File: src/rtl/mux_4x1_arbiter_pkg.sv
// Shared constants for the 4:1 result-mux arbiter: FSM encoding, widths, defaults.
// Pure declarations; no logic.
package mux_4x1_arbiter_pkg;

  localparam int NUM_REQ              = 4;
  localparam int SEL_W                = 2;
  localparam int DEF_TIMEOUT_CYCLES   = 16;
  localparam int DEF_CNT_W            = 5;

  localparam logic [1:0] ST_IDLE      = 2'd0;
  localparam logic [1:0] ST_BUSY      = 2'd1;
  localparam logic [1:0] ST_RELEASE   = 2'd2;

  function automatic logic [NUM_REQ-1:0] onehot4(input logic [SEL_W-1:0] idx);
    logic [NUM_REQ-1:0] v;
    v      = '0;
    v[idx] = 1'b1;
    return v;
  endfunction

endpackage

File: src/rtl/mux_4x1_arbiter_if.sv
// Request/grant bundle between the arbiter (master) and requesters/consumer (slave).
// Combinational wiring only.
interface mux_4x1_arbiter_if;
  import mux_4x1_arbiter_pkg::*;

  logic [NUM_REQ-1:0] req;
  logic               done;
  logic [NUM_REQ-1:0] grant;
  logic [SEL_W-1:0]   sel;
  logic               start;
  logic               busy;
  logic               timeout;

  modport master (
    input  req,
    input  done,
    output grant,
    output sel,
    output start,
    output busy,
    output timeout
  );

  modport slave (
    output req,
    output done,
    input  grant,
    input  sel,
    input  start,
    input  busy,
    input  timeout
  );

endinterface

File: src/rtl/mux_4x1_arbiter_rr_pick4.sv
// Combinational round-robin pick: first set request after ptr_i, wrapping.
// Zero latency; valid_o low when no request is set.
module rr_pick4
  import mux_4x1_arbiter_pkg::*;
(
  input  logic [NUM_REQ-1:0] req_i,
  input  logic [SEL_W-1:0]   ptr_i,
  output logic [SEL_W-1:0]   winner_o,
  output logic               valid_o
);

  logic [SEL_W-1:0] idx;

  // Scan farthest-first so the nearest candidate after ptr_i overwrites last.
  always_comb begin
    winner_o = '0;
    valid_o  = 1'b0;
    idx      = '0;
    for (int k = NUM_REQ - 1; k >= 0; k--) begin
      idx = ptr_i + SEL_W'(k + 1);
      if (req_i[idx]) begin
        winner_o = idx;
        valid_o  = 1'b1;
      end
    end
  end

endmodule

File: src/rtl/mux_4x1_arbiter.sv
// Round-robin arbiter/sequencer for the shared 4:1 result mux with a BUSY watchdog.
// Grant 1 cycle after request; held until done or watchdog, then one dead cycle.
module mux_4x1_arbiter
  import mux_4x1_arbiter_pkg::*;
#(
  parameter int TIMEOUT_CYCLES = DEF_TIMEOUT_CYCLES,
  parameter int CNT_W          = DEF_CNT_W
) (
  input  logic               CLK,
  input  logic               RESET,
  mux_4x1_arbiter_if.master  bus
);

  localparam logic [CNT_W-1:0] CNT_LAST = CNT_W'(TIMEOUT_CYCLES - 1);

  logic [1:0]         state_q,   state_d;
  logic [NUM_REQ-1:0] grant_q,   grant_d;
  logic [SEL_W-1:0]   sel_q,     sel_d;
  logic [SEL_W-1:0]   ptr_q,     ptr_d;
  logic [CNT_W-1:0]   cnt_q,     cnt_d;
  logic               start_q,   start_d;
  logic               timeout_q, timeout_d;

  logic [SEL_W-1:0]   pick_idx;
  logic               pick_vld;

  rr_pick4 u_pick (
    .req_i    (bus.req),
    .ptr_i    (ptr_q),
    .winner_o (pick_idx),
    .valid_o  (pick_vld)
  );

  always_comb begin
    state_d   = state_q;
    grant_d   = grant_q;
    sel_d     = sel_q;
    ptr_d     = ptr_q;
    cnt_d     = cnt_q;
    start_d   = 1'b0;
    timeout_d = 1'b0;

    case (state_q)
      ST_IDLE: begin
        if (pick_vld) begin
          state_d = ST_BUSY;
          grant_d = onehot4(pick_idx);
          sel_d   = pick_idx;
          start_d = 1'b1;
          cnt_d   = '0;
        end
      end

      ST_BUSY: begin
        cnt_d = cnt_q + CNT_W'(1);
        // Done wins over a coincident watchdog expiry.
        if (bus.done || (cnt_q == CNT_LAST)) begin
          state_d   = ST_RELEASE;
          grant_d   = '0;
          ptr_d     = sel_q;
          cnt_d     = '0;
          timeout_d = ~bus.done;
        end
      end

      ST_RELEASE: begin
        state_d = ST_IDLE;
      end

      default: begin
        state_d = ST_IDLE;
        grant_d = '0;
        cnt_d   = '0;
      end
    endcase
  end

  always_ff @(posedge CLK or negedge RESET) begin
    if (!RESET) begin
      state_q   <= ST_IDLE;
      grant_q   <= '0;
      sel_q     <= '0;
      ptr_q     <= SEL_W'(NUM_REQ - 1);
      cnt_q     <= '0;
      start_q   <= 1'b0;
      timeout_q <= 1'b0;
    end else begin
      state_q   <= state_d;
      grant_q   <= grant_d;
      sel_q     <= sel_d;
      ptr_q     <= ptr_d;
      cnt_q     <= cnt_d;
      start_q   <= start_d;
      timeout_q <= timeout_d;
    end
  end

  assign bus.grant   = grant_q;
  assign bus.sel     = sel_q;
  assign bus.start   = start_q;
  assign bus.busy    = (state_q == ST_BUSY);
  assign bus.timeout = timeout_q;

endmodule

File: src/flat_wrapper.sv
// flat-port wrapper written by rule: the top's interface ports become plain ports
module mux_4x1_arbiter_flat import mux_4x1_arbiter_pkg::*;
#(
  parameter int TIMEOUT_CYCLES = DEF_TIMEOUT_CYCLES,
  parameter int CNT_W          = DEF_CNT_W
)
  (CLK, RESET, bus_req, bus_done, bus_grant, bus_sel, bus_start, bus_busy, bus_timeout);
  mux_4x1_arbiter_if bus_i ();
  input  logic CLK;
  input  logic RESET;
  input wire logic [$bits(bus_i.req)-1:0] bus_req;
  input wire logic [$bits(bus_i.done)-1:0] bus_done;
  output wire logic [$bits(bus_i.grant)-1:0] bus_grant;
  output wire logic [$bits(bus_i.sel)-1:0] bus_sel;
  output wire logic [$bits(bus_i.start)-1:0] bus_start;
  output wire logic [$bits(bus_i.busy)-1:0] bus_busy;
  output wire logic [$bits(bus_i.timeout)-1:0] bus_timeout;
  assign bus_i.req = bus_req;
  assign bus_i.done = bus_done;
  assign bus_grant = bus_i.grant;
  assign bus_sel = bus_i.sel;
  assign bus_start = bus_i.start;
  assign bus_busy = bus_i.busy;
  assign bus_timeout = bus_i.timeout;
  mux_4x1_arbiter #(.TIMEOUT_CYCLES(TIMEOUT_CYCLES), .CNT_W(CNT_W)) u_core (.CLK(CLK), .RESET(RESET), .bus(bus_i));
endmodule
File: config.mk
export PLATFORM = sky130hd
export DESIGN_NAME = mux_4x1_arbiter_flat
export DESIGN_NICKNAME = d
export VERILOG_FILES = /design/src/rtl/mux_4x1_arbiter_pkg.sv /design/src/rtl/mux_4x1_arbiter_if.sv /design/src/rtl/mux_4x1_arbiter_rr_pick4.sv /design/src/rtl/mux_4x1_arbiter.sv /design/src/flat_wrapper.sv
export SDC_FILE = /design/constraint.sdc
export NUM_CORES = 1
export LEC_CHECK = 0
export ABC_AREA = 0
export CAP_MARGIN = 20
export CORE_MARGIN = 2
export CORE_UTILIZATION = 49
export CTS_CLUSTER_DIAMETER = 150
export CTS_CLUSTER_SIZE = 12
export DETAILED_ROUTE_END_ITERATION = 6
export MAX_ROUTING_LAYER = met4
export PLACE_DENSITY = 0.76
export SYNTH_ARGS = -nofsm -noshare
export SYNTH_HDL_FRONTEND = slang
export SYNTH_HIERARCHICAL = 1
export SYNTH_SLANG_ARGS = --single-unit
export TNS_END_PERCENT = 100
File: constraint.sdc
create_clock -name CLK -period 3 [get_ports CLK]
set_input_delay 0.6 -clock CLK [delete_from_list [all_inputs] [get_ports CLK]]
set_output_delay 0.6 -clock CLK [all_outputs]
set_load 0.1 [all_outputs]
==> flow_summary_export.csv <==
group,metric,value,unit
worst_setup_path,end_kind,"flop",
timing,rsz0062_at_grt,"no",
yosys,syn_area,840,µm²
cts,ctsRootBufferMaster,"clkbuf_4",
place,place.gp.congestion,0.816,
die,die_w,45.4,µm
yosys,synth_common_cells,"dfrtp_1 (15), mux2_2 (9), nor2_1 (5)",
timing,drv_slew,0,
timing,hold_violations,0,
global_route,use_met3,4.76,%
worst_setup_path,reg2reg_to,"u_core/bus.grant[2]",
cts,postCtsHoldBufs,0,
cts,clk_pin_slew,0.10,ns
worst_setup_path,crit_path_start_kind,"flop",
detailed_routing,vias,614,
detailed_routing,drc,0,
global_route,grt_use_total,19.0,%
final_layout,synthToLayoutAreaGrowth,20.3,%
detailed_routing,drt_iter0_drc,10,
cts,cts.sinks,17,
yosys,netlist_top_cells_area,"dfrtp_1 (45%), mux2_2 (12%), dfstp_2 (6.3%)",
timing,final.setup_skew,0.00433,ns
yosys,avgSynthCellArea,12.2,µm²
global_route,grt_overflow_total,0,
worst_setup_path,r2r_setup_slack,0.82,ns
final_layout,fill_cells,128,
yosys,synth-edff-count,0,
worst_setup_path,rr_worst_depth,6,
final_layout,fin_nets,97,
cts,clockBufferDepth,2,
place,hpwl,1100,µm
min_path,holdCritPathClass,"reg -> reg",
yosys,synth-main-ff-cell,"dfrtp_1",
cts,ctsResizeCount,0,
yosys,syn_inst,69,
cts,cts_made_buffers,3,
final_layout,drive_gt1_share,33.3,%
worst_setup_path,slowest_stage,"or4b_4",
timing,period_share,72.8,%
detailed_routing,ant_nets,0,
detailed_routing,routed_via_density,5.96,
cts,htreeDepth,1,
yosys,synthArstFlopShare,100,%
yosys,ys_seq_area_share,51.0,%
die,num_rows,14,
min_path,worstHoldStart,"u_core/bus.grant[2]",
global_route,top_usage_layer,"met2",
die,ios,16,
min_path,hold_end,"u_core/bus.grant[2]",
yosys,syn_nets,78,
timing,timing.fmax,458,MHz
detailed_routing,firstDrtPassIters,4,
run_status,status,"complete, no violations",
global_route,grt_use_met1,22.9,%
yosys,synth_top_area_cell,"dfrtp_1",
yosys,yosys_register_bits,17,
min_path,whs_path_depth,1,
detailed_routing,routedWlPerCell,14.1,µm
yosys,synth_most_common_cell,"dfrtp_1",
worst_setup_path,reg2reg_from,"u_core/cnt_q[0]",
worst_setup_path,path_class,"reg -> reg",
yosys,synth_cell_type_count,27,
worst_setup_path,cp_cell_sequence,"ha_1, and3_1, ha_1, or4b_4, o21ai_4, mux2_2",
global_route,grt_max_degree,18,
cts,cts_tree,"built",
worst_setup_path,crit_fanout,4,
cts,clk-insertion-delay-late,0.28,ns
worst_setup_path,critPathLaunch,"u_core/cnt_q[0]",
place,port_buffers,15,
worst_setup_path,cp_data_required_time,3.18,ns
timing,relSlewSlack,51.8,%
flow_run,max-cap-violations,0,
worst_setup_path,critPathMostFrequentCell,"ha_1",
cts,postCtsSetupBuffers,0,
timing,setup_violations,0,
detailed_routing,totalWireLength,1450,µm
yosys,yosysTopAreaCellShare,44.7,%
die,design.die.area,2060,µm²
die,die_h,45.4,µm
timing,worst_pin_slew,0.712,ns
worst_setup_path,slowest_delay,0.57,ns
global_route,met2_usage,29.0,%
global_route,grt_pass1_wl,2620,µm
final_layout,diodes,0,
global_route,antenna_found_initial,0,
timing,tns,0,ns
timing,final.min_clock_period,2.18,ns
global_route,grt_pass1_vias,607,
yosys,ys_warn_count,6,
die,start_util,53.9,%
die,core,1560,µm²
worst_setup_path,arrival,2.37,ns
[state kept, by name, summed over array words and instances, names as in the netlist]
name,count
u_core/state_q,2
u_core/bus.grant,4
u_core/cnt_q,5
u_core/bus.timeout,1
u_core/ptr_q,2
u_core/bus.start,1
u_core/bus.sel,2
[cells in the final DEF (no fill, tap or decap), types with 2 or more instances in the layout]
cell type,count
clkdlybuf4s50_1,6
a22o_1,2
ha_1,2
nor2_1,5
nand2_1,3
a21oi_1,3
inv_1,3
buf_4,9
mux2_2,9
and2b_1,3
dfstp_2,2
and3_1,2
nor4b_1,3
clkbuf_4,3
nand2b_1,3
dfrtp_1,15
[logic make-up (layout without fill, tap and decap cells)]
kind of cell               count (synthesis)  in the layout  share of synthesized area [%]
xor gates and xnor gates                   1              1                           1.04
muxes                                     10             10                           13.3
and+or+nand+nor                           23             23                           17.1
AOI/OAI and AO/OA                         12             12                           12.7
DFF                                       17             17                           51.0
buffers and inverters                      4             22                           1.94
adders and majority gates                  2              2                           2.98
[layer usage]
metal	up-vias	part of all wire, %
li1	289	-
met1	309	46
met2	14	48
met3	2	4.2
met4	0	1.2
met5	-	0
[stage by stage]
stage	hold WS, ns	instances	util (%)	setup WS [ns]	instance area (µm²)
3_3_place_gp	0.496	99	63.0	0.803	982
6_report	0.516	103	64.8	0.815	1010
3_5_place_dp	0.499	99	63.0	0.790	982
4_1_cts	0.523	103	64.8	0.809	1010
5_1_grt	0.547	103	64.8	0.692	1010
2_1_floorplan	0.304	69	-	0.917	840
[critical path: cells and delay by family (launching register included)]
kind | cells | cell delay [ns]
AND/OR/NAND/NOR | 2 | 0.76
adder cells (fa/ha/maj) | 2 | 0.44
flip-flops | 1 | 0.41
multiplexers | 1 | 0.35
AO/OA/AOI/OAI | 1 | 0.11
[worst max path at each step]
stage | depth (start not counted) | to
floorplan | 6 | u_core/bus.grant[0]
global route | 6 | u_core/cnt_q[2]
CTS | 6 | u_core/bus.grant[2]
finish | 6 | u_core/bus.grant[2]
detailed placement | 6 | u_core/bus.grant[2]
global placement | 6 | u_core/bus.grant[2]
[final cells by class]
| cell class | count | area, µm² | area share (%) |
|---|---|---|---|
| clock buffer | 3 | 22.5 | 2.23 |
| clock inverter | 1 | 5.00 | 0.496 |
| inverter | 3 | 11.3 | 1.12 |
| multi-input combinational | 48 | 395 | 39.2 |
| sequential | 17 | 428 | 42.4 |
| tap | 16 | 20.0 | 1.98 |
| timing repair buffer | 15 | 128 | 12.6 |
Power is not shown: default switching activity piles up to over one toggle a cycle in this logic, so the estimate is an artifact.
